===== config.mk =====
export PLATFORM = sky130hd
export DESIGN_NAME = prog_loader
export DESIGN_NICKNAME = d
export VERILOG_FILES = /design/src/rtl/tinyproc_pkg.sv /design/src/rtl/prog_loader_word_asm.sv /design/src/rtl/prog_loader.sv
export SDC_FILE = /design/constraint.sdc
export NUM_CORES = 1
export LEC_CHECK = 0
export ABC_AREA = 1
export CORE_MARGIN = 8
export CORE_UTILIZATION = 45
export DETAILED_ROUTE_END_ITERATION = 6
export GPL_TIMING_DRIVEN = 0
export PLACE_DENSITY = 0.66
export SLEW_MARGIN = 40
export SYNTH_ARGS = -nofsm -noshare
export SYNTH_HDL_FRONTEND = slang
export SYNTH_SLANG_ARGS = --single-unit

===== constraint.sdc =====
create_clock -name clk -period 1.7 [get_ports clk]
set_clock_uncertainty 0.05 [all_clocks]
set_input_delay 0.425 -clock clk [delete_from_list [all_inputs] [get_ports clk]]
set_output_delay 0.425 -clock clk [all_outputs]
set_load 0.02 [all_outputs]

===== src/rtl/tinyproc_pkg.sv =====
`default_nettype none
// +----------------------------------------------------------------------+
// | Module      : tinyproc_pkg                                           |
// | Description : Shared constants and loader state encoding for the     |
// |               accumulator CPU program-loader slice.                  |
// | Revision    : 1.0 - initial release                                  |
// +----------------------------------------------------------------------+
package tinyproc_pkg;

    localparam int         c_addr_width_def  = 8;
    localparam int         c_instr_width_def = 10;
    localparam logic [7:0] c_sync_byte       = 8'hA5;

    // Loader FSM encoding, explicit 3-bit width
    typedef enum logic [2:0] {
        IDLE   = 3'd0,
        COUNT  = 3'd1,
        HI     = 3'd2,
        LO     = 3'd3,
        CSUM   = 3'd4,
        FINISH = 3'd5,
        ERROR  = 3'd6
    } loader_state_t;

endpackage
`default_nettype wire


===== src/rtl/prog_loader_word_asm.sv =====
`default_nettype none
// +----------------------------------------------------------------------+
// | Module      : prog_loader_word_asm                                   |
// | Description : Holds the upper instruction bits from the HI byte,     |
// |               joins them with the LO byte and issues one registered  |
// |               program-memory write per word. Owns the word index.    |
// | Revision    : 1.0 - initial release                                  |
// +----------------------------------------------------------------------+
module prog_loader_word_asm #(
    parameter int ADDR_WIDTH  = 8,
    parameter int INSTR_WIDTH = 10
) (
    input  logic                   clk,
    input  logic                   rst,
    input  logic                   i_idx_clear,
    input  logic                   i_hi_load,
    input  logic                   i_lo_load,
    input  logic [7:0]             i_byte,
    output logic [ADDR_WIDTH-1:0]  o_word_idx,
    output logic                   o_mem_we,
    output logic [ADDR_WIDTH-1:0]  o_mem_addr,
    output logic [INSTR_WIDTH-1:0] o_mem_wdata
);

    localparam int c_hi_w = INSTR_WIDTH - 8;

    logic [c_hi_w-1:0]      r_hi;
    logic [ADDR_WIDTH-1:0]  r_idx;
    logic                   r_we;
    logic [ADDR_WIDTH-1:0]  r_addr;
    logic [INSTR_WIDTH-1:0] r_wdata;

    // Capture HI bits, advance index and launch the write one cycle after LO
    always_ff @(posedge clk or posedge rst) begin
        if (rst) begin
            r_hi    <= '0;
            r_idx   <= '0;
            r_we    <= 1'b0;
            r_addr  <= '0;
            r_wdata <= '0;
        end else begin
            r_we <= 1'b0;
            if (i_hi_load) begin
                r_hi <= i_byte[c_hi_w-1:0];
            end
            if (i_idx_clear) begin
                r_idx <= '0;
            end else if (i_lo_load) begin
                r_idx <= r_idx + ADDR_WIDTH'(1);
            end
            if (i_lo_load) begin
                r_we    <= 1'b1;
                r_addr  <= r_idx;
                r_wdata <= {r_hi, i_byte};
            end
        end
    end

    assign o_word_idx  = r_idx;
    assign o_mem_we    = r_we;
    assign o_mem_addr  = r_addr;
    assign o_mem_wdata = r_wdata;

endmodule
`default_nettype wire


===== src/rtl/prog_loader.sv =====
`default_nettype none
// +----------------------------------------------------------------------+
// | Module      : prog_loader                                            |
// | Description : Byte-stream program loader. Parses a framed stream     |
// |               (SYNC, count, HI/LO word pairs, optional checksum),    |
// |               writes program memory and releases the CPU on success. |
// |               Optional feature macro: PROG_LOADER_CHECKSUM_EN        |
// |               (adds the trailing checksum byte and its check).       |
// | Revision    : 1.0 - initial release                                  |
// +----------------------------------------------------------------------+
module prog_loader
    import tinyproc_pkg::*;
#(
    parameter int         ADDR_WIDTH  = c_addr_width_def,
    parameter int         INSTR_WIDTH = c_instr_width_def,
    parameter logic [7:0] SYNC_BYTE   = c_sync_byte
) (
    input  logic                   clk,
    input  logic                   reset,
    input  logic                   in_valid,
    input  logic [7:0]             in_data,
    output logic                   in_ready,
    output logic                   mem_we,
    output logic [ADDR_WIDTH-1:0]  mem_addr,
    output logic [INSTR_WIDTH-1:0] mem_wdata,
    output logic                   cpu_hold,
    output logic                   load_done,
    output logic                   load_error
);

    // HI byte bits that may legally be set (upper INSTR_WIDTH-8 bits of a word)
    localparam logic [7:0] c_hi_mask = 8'(8'hFF >> (16 - INSTR_WIDTH));

    loader_state_t         r_state;
    loader_state_t         w_next_state;
    logic [ADDR_WIDTH-1:0] r_count_m1;
    logic                  r_hold;
    logic                  r_err;
    logic [ADDR_WIDTH-1:0] w_word_idx;
    logic                  w_xfer;
    logic                  w_is_sync;
    logic                  w_hi_bad;
    logic                  w_last;
    logic                  w_sync_acc;
    logic                  w_cnt_load;
    logic                  w_hi_load;
    logic                  w_lo_load;

    // Ready drops only in the one-cycle terminal states, where no byte is parsed
    assign in_ready  = (r_state != FINISH) && (r_state != ERROR);
    assign w_xfer    = in_valid && in_ready;
    assign w_is_sync = (in_data == SYNC_BYTE);
    assign w_hi_bad  = |(in_data & ~c_hi_mask);
    assign w_last    = (w_word_idx == r_count_m1);

`ifdef PROG_LOADER_CHECKSUM_EN
    logic [7:0] r_csum;
    logic [7:0] w_csum_sum;

    assign w_csum_sum = r_csum + in_data;

    // Running 8-bit sum of count, payload and checksum bytes of the frame
    always_ff @(posedge clk or posedge reset) begin
        if (reset) begin
            r_csum <= 8'h00;
        end else if (w_sync_acc) begin
            r_csum <= 8'h00;
        end else if (w_xfer && (r_state == COUNT || r_state == HI ||
                                r_state == LO    || r_state == CSUM)) begin
            r_csum <= w_csum_sum;
        end
    end
`endif

    // State register
    always_ff @(posedge clk or posedge reset) begin
        if (reset) begin
            r_state <= IDLE;
        end else begin
            r_state <= w_next_state;
        end
    end

    // Next-state decode; a SYNC value inside a frame is ordinary data
    always_comb begin
        w_next_state = r_state;
        case (r_state)
            IDLE:   if (w_xfer && w_is_sync) w_next_state = COUNT;
            COUNT:  if (w_xfer) w_next_state = HI;
            HI:     if (w_xfer) w_next_state = w_hi_bad ? ERROR : LO;
            LO: begin
                if (w_xfer) begin
`ifdef PROG_LOADER_CHECKSUM_EN
                    w_next_state = w_last ? CSUM : HI;
`else
                    w_next_state = w_last ? FINISH : HI;
`endif
                end
            end
            CSUM: begin
`ifdef PROG_LOADER_CHECKSUM_EN
                if (w_xfer) w_next_state = (w_csum_sum == 8'h00) ? FINISH : ERROR;
`else
                w_next_state = IDLE;
`endif
            end
            FINISH:  w_next_state = IDLE;
            ERROR:   w_next_state = IDLE;
            default: w_next_state = IDLE;
        endcase
    end

    // State-decoded outputs and datapath strobes
    always_comb begin
        w_sync_acc = (r_state == IDLE)  && w_xfer && w_is_sync;
        w_cnt_load = (r_state == COUNT) && w_xfer;
        w_hi_load  = (r_state == HI)    && w_xfer && !w_hi_bad;
        w_lo_load  = (r_state == LO)    && w_xfer;
        load_done  = (r_state == FINISH);
        cpu_hold   = r_hold && (r_state != FINISH);
        load_error = r_err || (r_state == ERROR);
    end

    // Frame bookkeeping: last word index, CPU hold and sticky error
    always_ff @(posedge clk or posedge reset) begin
        if (reset) begin
            r_count_m1 <= '0;
            r_hold     <= 1'b1;
            r_err      <= 1'b0;
        end else begin
            if (w_sync_acc) begin
                r_hold <= 1'b1;
                r_err  <= 1'b0;
            end else if (r_state == FINISH) begin
                r_hold <= 1'b0;
            end else if (r_state == ERROR) begin
                r_err <= 1'b1;
            end
            // Count byte 0 wraps to all-ones, i.e. a full 2**ADDR_WIDTH image
            if (w_cnt_load) begin
                r_count_m1 <= ADDR_WIDTH'(in_data) - ADDR_WIDTH'(1);
            end
        end
    end

    prog_loader_word_asm #(
        .ADDR_WIDTH  (ADDR_WIDTH),
        .INSTR_WIDTH (INSTR_WIDTH)
    ) u_word_asm (
        .clk         (clk),
        .rst         (reset),
        .i_idx_clear (w_cnt_load),
        .i_hi_load   (w_hi_load),
        .i_lo_load   (w_lo_load),
        .i_byte      (in_data),
        .o_word_idx  (w_word_idx),
        .o_mem_we    (mem_we),
        .o_mem_addr  (mem_addr),
        .o_mem_wdata (mem_wdata)
    );

endmodule
`default_nettype wire

Word-level counts from Yosys, hierarchy flattened
Index checks and enable logic that the tools add are counted.
{"block": "classes", "n_addsub": 2, "n_mul": 0, "n_div": 0, "order_cmp": 0, "eq_ne": 14, "shift": 0, "mux": 15, "n_bitwise": 0, "n_reduce_logical": 19}
{"operator": "$mux 3", "count": 6}
{"operator": "$mux 8", "count": 2}
{"operator": "$pmux 3 s4", "count": 1}
{"operator": "$logic_and 1x1->1", "count": 10}
{"operator": "$add 8x1->8 const B", "count": 1}
{"operator": "$eq 8x8->1", "count": 1}
{"operator": "$eq 8x8->1 const B", "count": 1}
{"operator": "$ne 2x2->1 const B", "count": 4}
{"operator": "$sub 8x1->8 const B", "count": 1}
{"operator": "$eq 3x2->1 const B", "count": 2}
{"operator": "$eq 3x3->1 const B", "count": 2}
{"operator": "$mux 1", "count": 6}
{"operator": "$ne 3x3->1 const B", "count": 2}
{"operator": "$reduce_bool 2->1", "count": 3}
{"operator": "$reduce_or 6->1", "count": 1}
{"operator": "$reduce_and 4->1", "count": 1}
{"operator": "$eq 3x1->1 const B", "count": 1}
{"operator": "$logic_not 3->1", "count": 1}
{"operator": "$ne 2x1->1 const B", "count": 1}
{"operator": "$reduce_and 2->1", "count": 1}
{"operator": "$logic_not 1->1", "count": 1}
{"operator": "$logic_or 1x1->1", "count": 1}
{"block": "totals", "reg_bits": 42, "latchBits": 0, "mem_bits_rw": 0, "romBits": 0, "input_bits": 11, "out_inout_bits": 23, "word_cells": 59, "n_memories": 0}

Longest topological paths before layout
{"block": "logic_depth", "ltp_word": 7, "mapped_depth": 10, "depth_no_buf": 9}

Cells and area by module
A second synthesis with hierarchy kept.
{"block": "unflattened", "hier_cells": 265, "area_unflattened_um2": 2134.5}
{"module": "prog_loader_word_asm", "instances": 1, "cells_per_inst": 132, "area_each_um2": 1191.1, "seq_area_each_um2": 725.7}
{"module": "prog_loader", "instances": 1, "cells_per_inst": 133, "area_each_um2": 943.4, "seq_area_each_um2": 326.6}

Worst setup path before layout
Ideal clock, no wire load.
{"block": "synth_path", "kind": "flip-flop to output port", "startpoint": "reg r_state[1]", "endpoint": "out cpu_hold", "t_arrival_ps": 1040, "required_ps": 1225, "path_slack_ps": 185, "stages_incl_launch_ff": 6, "path_buffers": 1, "path_cell_list": "dfrtp_1 -> buf_4 -> inv_4 -> nand3_1 -> inv_1 -> nor2_1"}
{"block": "synth_between", "elab_chain_cells": 2}
{"item": "from (decl)", "line": "prog_loader.sv:34", "source": "loader_state_t r_state;"}
{"item": "from (signal assigned)", "line": "prog_loader.sv:80", "source": "r_state <= w_next_state;"}
{"item": "$ne 3x3->1", "line": "prog_loader.sv:120", "source": "cpu_hold = r_hold && (r_state != FINISH);"}
{"item": "$logic_and 1x1->1", "line": "prog_loader.sv:120"}
{"item": "to (decl)", "line": "prog_loader.sv:26", "source": "output logic cpu_hold,"}
Every way passes these cells.

Worst setup path in the final report
Same ends and word-level chain as after synthesis.

==> reports/metrics.cfg <==
[status]
outcome=finished clean

[finish]
layout.area.seq_um2=1050
final_common_cell=nand2_1
fin_util_pct=59.4
nFillCells=400
layout-drive-gt1-share_pct=18.6
num-nets-final=331
area_growth_pct=30.1
multi_input_area_um2=947
layout_common_cells=84 x nand2_1, 39 x dfrtp_1, 29 x inv_1
diodes=0

[sta]
worst_pin_slew_ns=0.530
finalWorstSetupSlack_ns=0.0216
drv_slew=0
post-route-period-util_pct=98.7
relSlewSlack_pct=64.6
hold_viol=0
grt_setup_unrepaired=yes
max_freq_mhz=596
worst_hold_slack_ns=0.420
setup_viol=0
fin_crit_ns=1.68

[placed_design]
dp_hpwl_um=3400
portBuffers=33
dp_slack_ns=-0.282
gp_congestion=0.842

[worst_setup_path]
worstPathMaxFanout=6
slowest_delay_ns=0.38
end_kind=output port
crit_slowest_cell=dfrtp_1
cp.required_ns=1.22
critPathLaunchType=flop
critical_path_class=flop to output port
crit_chain=buf_6, inv_6, nand3_4, inv_2, nor2_1, buf_2
cp_data_arrival_time_ns=1.20

[yosys]
synth_cell_types=27
syn_area_um2=2110
avgSynthCellArea_um2=8.00
synthCells=264
ys_ff_latch=42
syn_nets=278
synth_seq_area_share_pct=49.8
yosysWarnings=0

[route]
top_layer_used=met4
finalWirelength_um=4860
wl_per_cell_um=13.1
dr.pass1.iters=4
route.antenna.remaining_nets=0
dr_wl_met2_um=2300
viasPerCell=5.00
drc=0
wl_met1_um=2270
vias=1860
drt_iter0_drc=91
met3_length_um=248

[cts]
htreeDepth=2
clock-sinks=42
cts_root_buf=clkbuf_8
cts_tree=built
clockBufferDepth=2
clk_latency_ns=0.29
cts.clk_slew.worst_paths_ns=0.08
ctsHoldBuffers=0
cts_buffers=5

[pwr]
fin_total_pwr_mw=3.79
irDropWorstVdd_v=0.000932
static-leakage-power_nw=1.42
power_density_nw_per_um2=1380

[floorplanning]
die_w_um=84.5
row_count=25
io_pins=34
fp.coreArea_um2=4630
initial_core_util_pct=45.6
die_h_um=84.5
die_area_um2=7140

[job]
max-cap-violations=0

[hold_path]
min_path_type=flop to flop

[global_route]
antenna_found_initial=0
grt_max_degree=43
grt_overflow=0
track_usage_pct=14.0
grt_pass1_vias=1842
grt_pass1_wl_um=8310

area by class of cell:
class	count	area share (%)
sequential	42	38.4
multi-input combinational	180	34.5
timing repair buffer	45	14.3
inverter	38	5.46
clock buffer	7	3.14
tap	54	2.46
buffer	5	1.59
clock inverter	1	0.182
timing repair:
item                       in CTS  in global routing
pin swaps                       1                  7
gates resized for setup        42                 18
setup endpoints to repair      22                 23
cloned                          0                  1
buffers inserted                5                  7
hold endpoints to repair        0                  0
synthesized netlist by cell type:
cell	count	area, µm²
nor3_1	4	20.0
nand2_2	1	6.26
a21oi_1	6	30.0
o22ai_1	1	6.26
buf_4	1	7.51
dfstp_2	1	26.3
nand3_4	1	17.5
nand2_1	88	330
xnor2_1	3	26.3
nor3_2	1	10.0
inv_4	1	6.26
nand3_1	14	70.1
o21ai_0	5	25.0
nand4_1	2	12.5
nor2_4	1	11.3
o21ai_1	22	110
nor2_1	16	60.1
o21a_1	1	7.51
nor2_8	1	20.0
dfrtp_1	41	1030
inv_1	32	120
buf_6	2	22.5
xor2_1	7	61.3
nor2_2	2	12.5
ha_1	3	37.5
buf_2	2	10.0
inv_2	5	18.8
power breakdown:
group          internal [mW]  total, mW  switching, mW
Clock                  0.328      0.668          0.340
Combinational          0.662       1.66          0.998
Sequential              1.29       1.47          0.178
Total                   2.28       3.79           1.52
worst max-delay path: cells and delay by family, from the launching register on:
family	cells	cell delay, ns
buffers and inverters	4	0.43
DFF	1	0.38
and+or+nand+nor	2	0.11
layer usage:
layer	track usage [%]	up-vias
li1	-	930
met1	17.7	880
met2	23.1	43
met3	3.41	7
met4	4.21	0
met5	0	-
sequential cells by signal, summed over array words and instances, names as in the netlist:
name and cells:
r_hold 1, r_count_m1 8, u_word_asm.o_word_idx 8, r_err 1, r_state 3, u_word_asm.o_mem_wdata 10
u_word_asm.o_mem_addr 8, u_word_asm.o_mem_we 1, u_word_asm.r_hi 2
cells by family after synthesis:
group / Yosys count / synth area share (%)
simple gates: 131 / 27.0
buf+inv: 43 / 8.77
flops: 42 / 49.8
compound gates: 35 / 8.47
xor+xnor: 10 / 4.15
fa+ha+maj: 3 / 1.78
path summary, 6_finish.rpt:
check / slack [ns] / depth (start not counted) / from / endpoint
worst max-delay path: 0.02 / 6 / r_state[1] / cpu_hold
worst max register to register: 0.05 / 13 / r_state[1] / r_state[1]
worst min-delay path: 0.42 / 2 / u_word_asm.o_mem_wdata[9] / u_word_asm.o_mem_wdata[9]
max in group asynchronous: 0.73 / 2 / reset / r_state[2]
min in group asynchronous: 0.48 / 2 / reset / u_word_asm.o_word_idx[2]
worst min register to register: 0.42 / 2 / u_word_asm.o_mem_wdata[9] / u_word_asm.o_mem_wdata[9]
through the flow:
stage	cells	instance area (µm²)	setup TNS, ns
4_1_cts	364	2620	-0.00388
5_1_grt	372	2750	-0.0872
6_report	372	2750	0
3_5_place_dp	351	2510	-7.99
2_1_floorplan	264	2110	0
3_3_place_gp	351	2510	-34.99
Power figures use the tool's default switching activity.
==> patch: new RTL, config.mk and constraints unchanged <==
Build with the macro `PROG_LOADER_CHECKSUM_EN` defined.
--- a/src/rtl/prog_loader.sv
+++ b/src/rtl/prog_loader.sv
@@ -9,4 +9,6 @@
 // | Revision    : 1.0 - initial release                                  |
 // +----------------------------------------------------------------------+
+`define PROG_LOADER_CHECKSUM_EN
+
 module prog_loader
     import tinyproc_pkg::*;
Check against the original RTL: not equivalent (Yosys sat finds a counterexample within 10 cycles, from zero or initial values and one cycle with reset high).
==> patch against the unedited design <==
- the run now ends with setup timing left
- non-clock buffer count grew 11
- sequential cell count grew 8
- global-route usage grew 1.7 points
- cell area grew 35%
- setup slack lost 0.27 ns
- total power grew 47%
- wire length grew 46%
- first-iteration DRC count grew 38%
- area after synthesis grew 34%
- critical path type is now flop to flop
- largest power group unchanged
==> patch: results (changes against the unedited design) <==
* Actual slew at the worst max-slew pin at 0.335 ns (-0.195 ns)
* Worst IR Drop VDD at 0.657 mV (-30%)
* Final worst setup slack at -0.253 ns (-0.274 ns)
* Asr flop ratio synth at 100% (unchanged)
* Overall routing resource usage at 15.8% (+1.7 points)
* WL final at 7100 um (+46%)
* Layout cells sized above 1 at 23.8% (+5.2 points)
* DP Cell Count at 462 (+32%)
* XOR/XNOR Fraction of Synth Area at 3.42% (-0.73 points)
* Synth warn at 0 (unchanged)
* Mux share of post-synthesis cell area at 0% (unchanged)
* Synth Net Count at 373 (+34%)
* Setup CP Type: flop to flop
* Worst min-delay path class: primary input to asynchronous set/reset pin
* CP arrival at 2.11 ns (+0.91 ns)
* Top cells by area, synth: dfrtp_1, nand2_1, inv_1
* Nets at 437 (+32%)
* Clock Latency Late Sink at ~0.30 ns
* Synth cell types at 34 (+26%)
* DRT Pass-1 Iters at 4 (unchanged)
* Initial DRC Count at 126 (+38%)
* Cell family with most CP delay: simple AND/OR/NAND/NOR gates
* Violated checks: setup timing
* CTS sink cnt at 50 (+19%)
* Final setup violation count at 4 (+4)
* Synth Area in Compound Gates at 9.49% (+1.0 points)
* Outcome: complete, but fails checks
* Via density at 5.15 (+3.0%)
* DP HPWL at 4920 um (+45%)
* Slowest cell on crit path: dfrtp_1
* R2r startpoint: r_csum[0]$_DFFE_PP0P_
* Pin count of the biggest net entering global routing at 33 (-23%)
* First-pass GRT wire length at 11,200 um (+35%)
* Final setup TNS at -0.578 ns (-0.578 ns)
* Adder-Cell Fraction of Synth Area at 5.15% (+3.4 points)
* Worst-path fanout max at 3 (-3)
* Leak pwr at 1.87 nW (+32%)
* Sequential fraction of the synthesis area at 44.4% (-5.4 points)
* Via count at 2,538 (+36%)
* Synth cell count leaders: nand2_1, dfrtp_1, inv_1
* Vias in the first global route at 2,436 (+32%)
patch: area by class of cell:
type,count,area [um2]
buffer,5,37.5
clock buffer,6,72.6
clock inverter,2,37.5
fill,566,2500
inverter,51,205
multi-input combinational,246,1490
sequential,50,1260
tap,77,96.3
timing repair buffer,56,503
patch: stage by stage:
step,util [%],hold slack (ns),cell area [um2],worst slack (ns)
after floorplan,-,0.399,2840,-0.152
after global placement,52.6,0.410,3260,-0.986
after detailed placement,52.9,0.417,3280,-1.05
after CTS,57.0,0.361,3540,-0.281
after global routing,59.6,0.361,3700,-0.407
final,59.6,0.354,3700,-0.253
patch: what timing repair did:
| item | 4_1_cts | 5_1_grt |
|---|---|---|
| pin swaps | 10 | 15 |
| setup buffers | 10 | 12 |
| hold buffers | 0 | 0 |
| cloned | 0 | 2 |
| setup endpoints to repair | 61 | 25 |
| gates resized for setup | 72 | 19 |
patch: layer usage:
metal  global-route usage (%)  vias to the layer above  wire (um)
li1                         -                     1262          -
met1                     18.1                     1201       2980
met2                     27.5                       53       3640
met3                     2.76                       22        254
met4                     7.93                        0        234
met5                        0                        -          0
patch: cell families (layout without fill, tap and decap cells):
logic type                 count (synthesis)  in the layout
adders and majority gates                 11             11
buffers and inverters                     56            120
DFF                                       50             50
and+or+nand+nor                          172            173
xor gates and xnor gates                  11             11
AOI/OAI and AO/OA                         51             51
patch: worst reg2reg max path: cells and delay by family, from the launching register on:
| kind | cells | cell delay [ns] |
|---|---|---|
| xor+xnor | 1 | 0.16 |
| flops | 1 | 0.42 |
| fa+ha+maj | 2 | 0.60 |
| simple gates | 8 | 0.63 |
patch: power by group:
part	total [mW]	switching (mW)	internal, mW	leakage, nW
Clock	0.841	0.402	0.439	0.0514
Sequential	1.92	0.300	1.62	0.643
Combinational	2.83	1.61	1.22	1.18
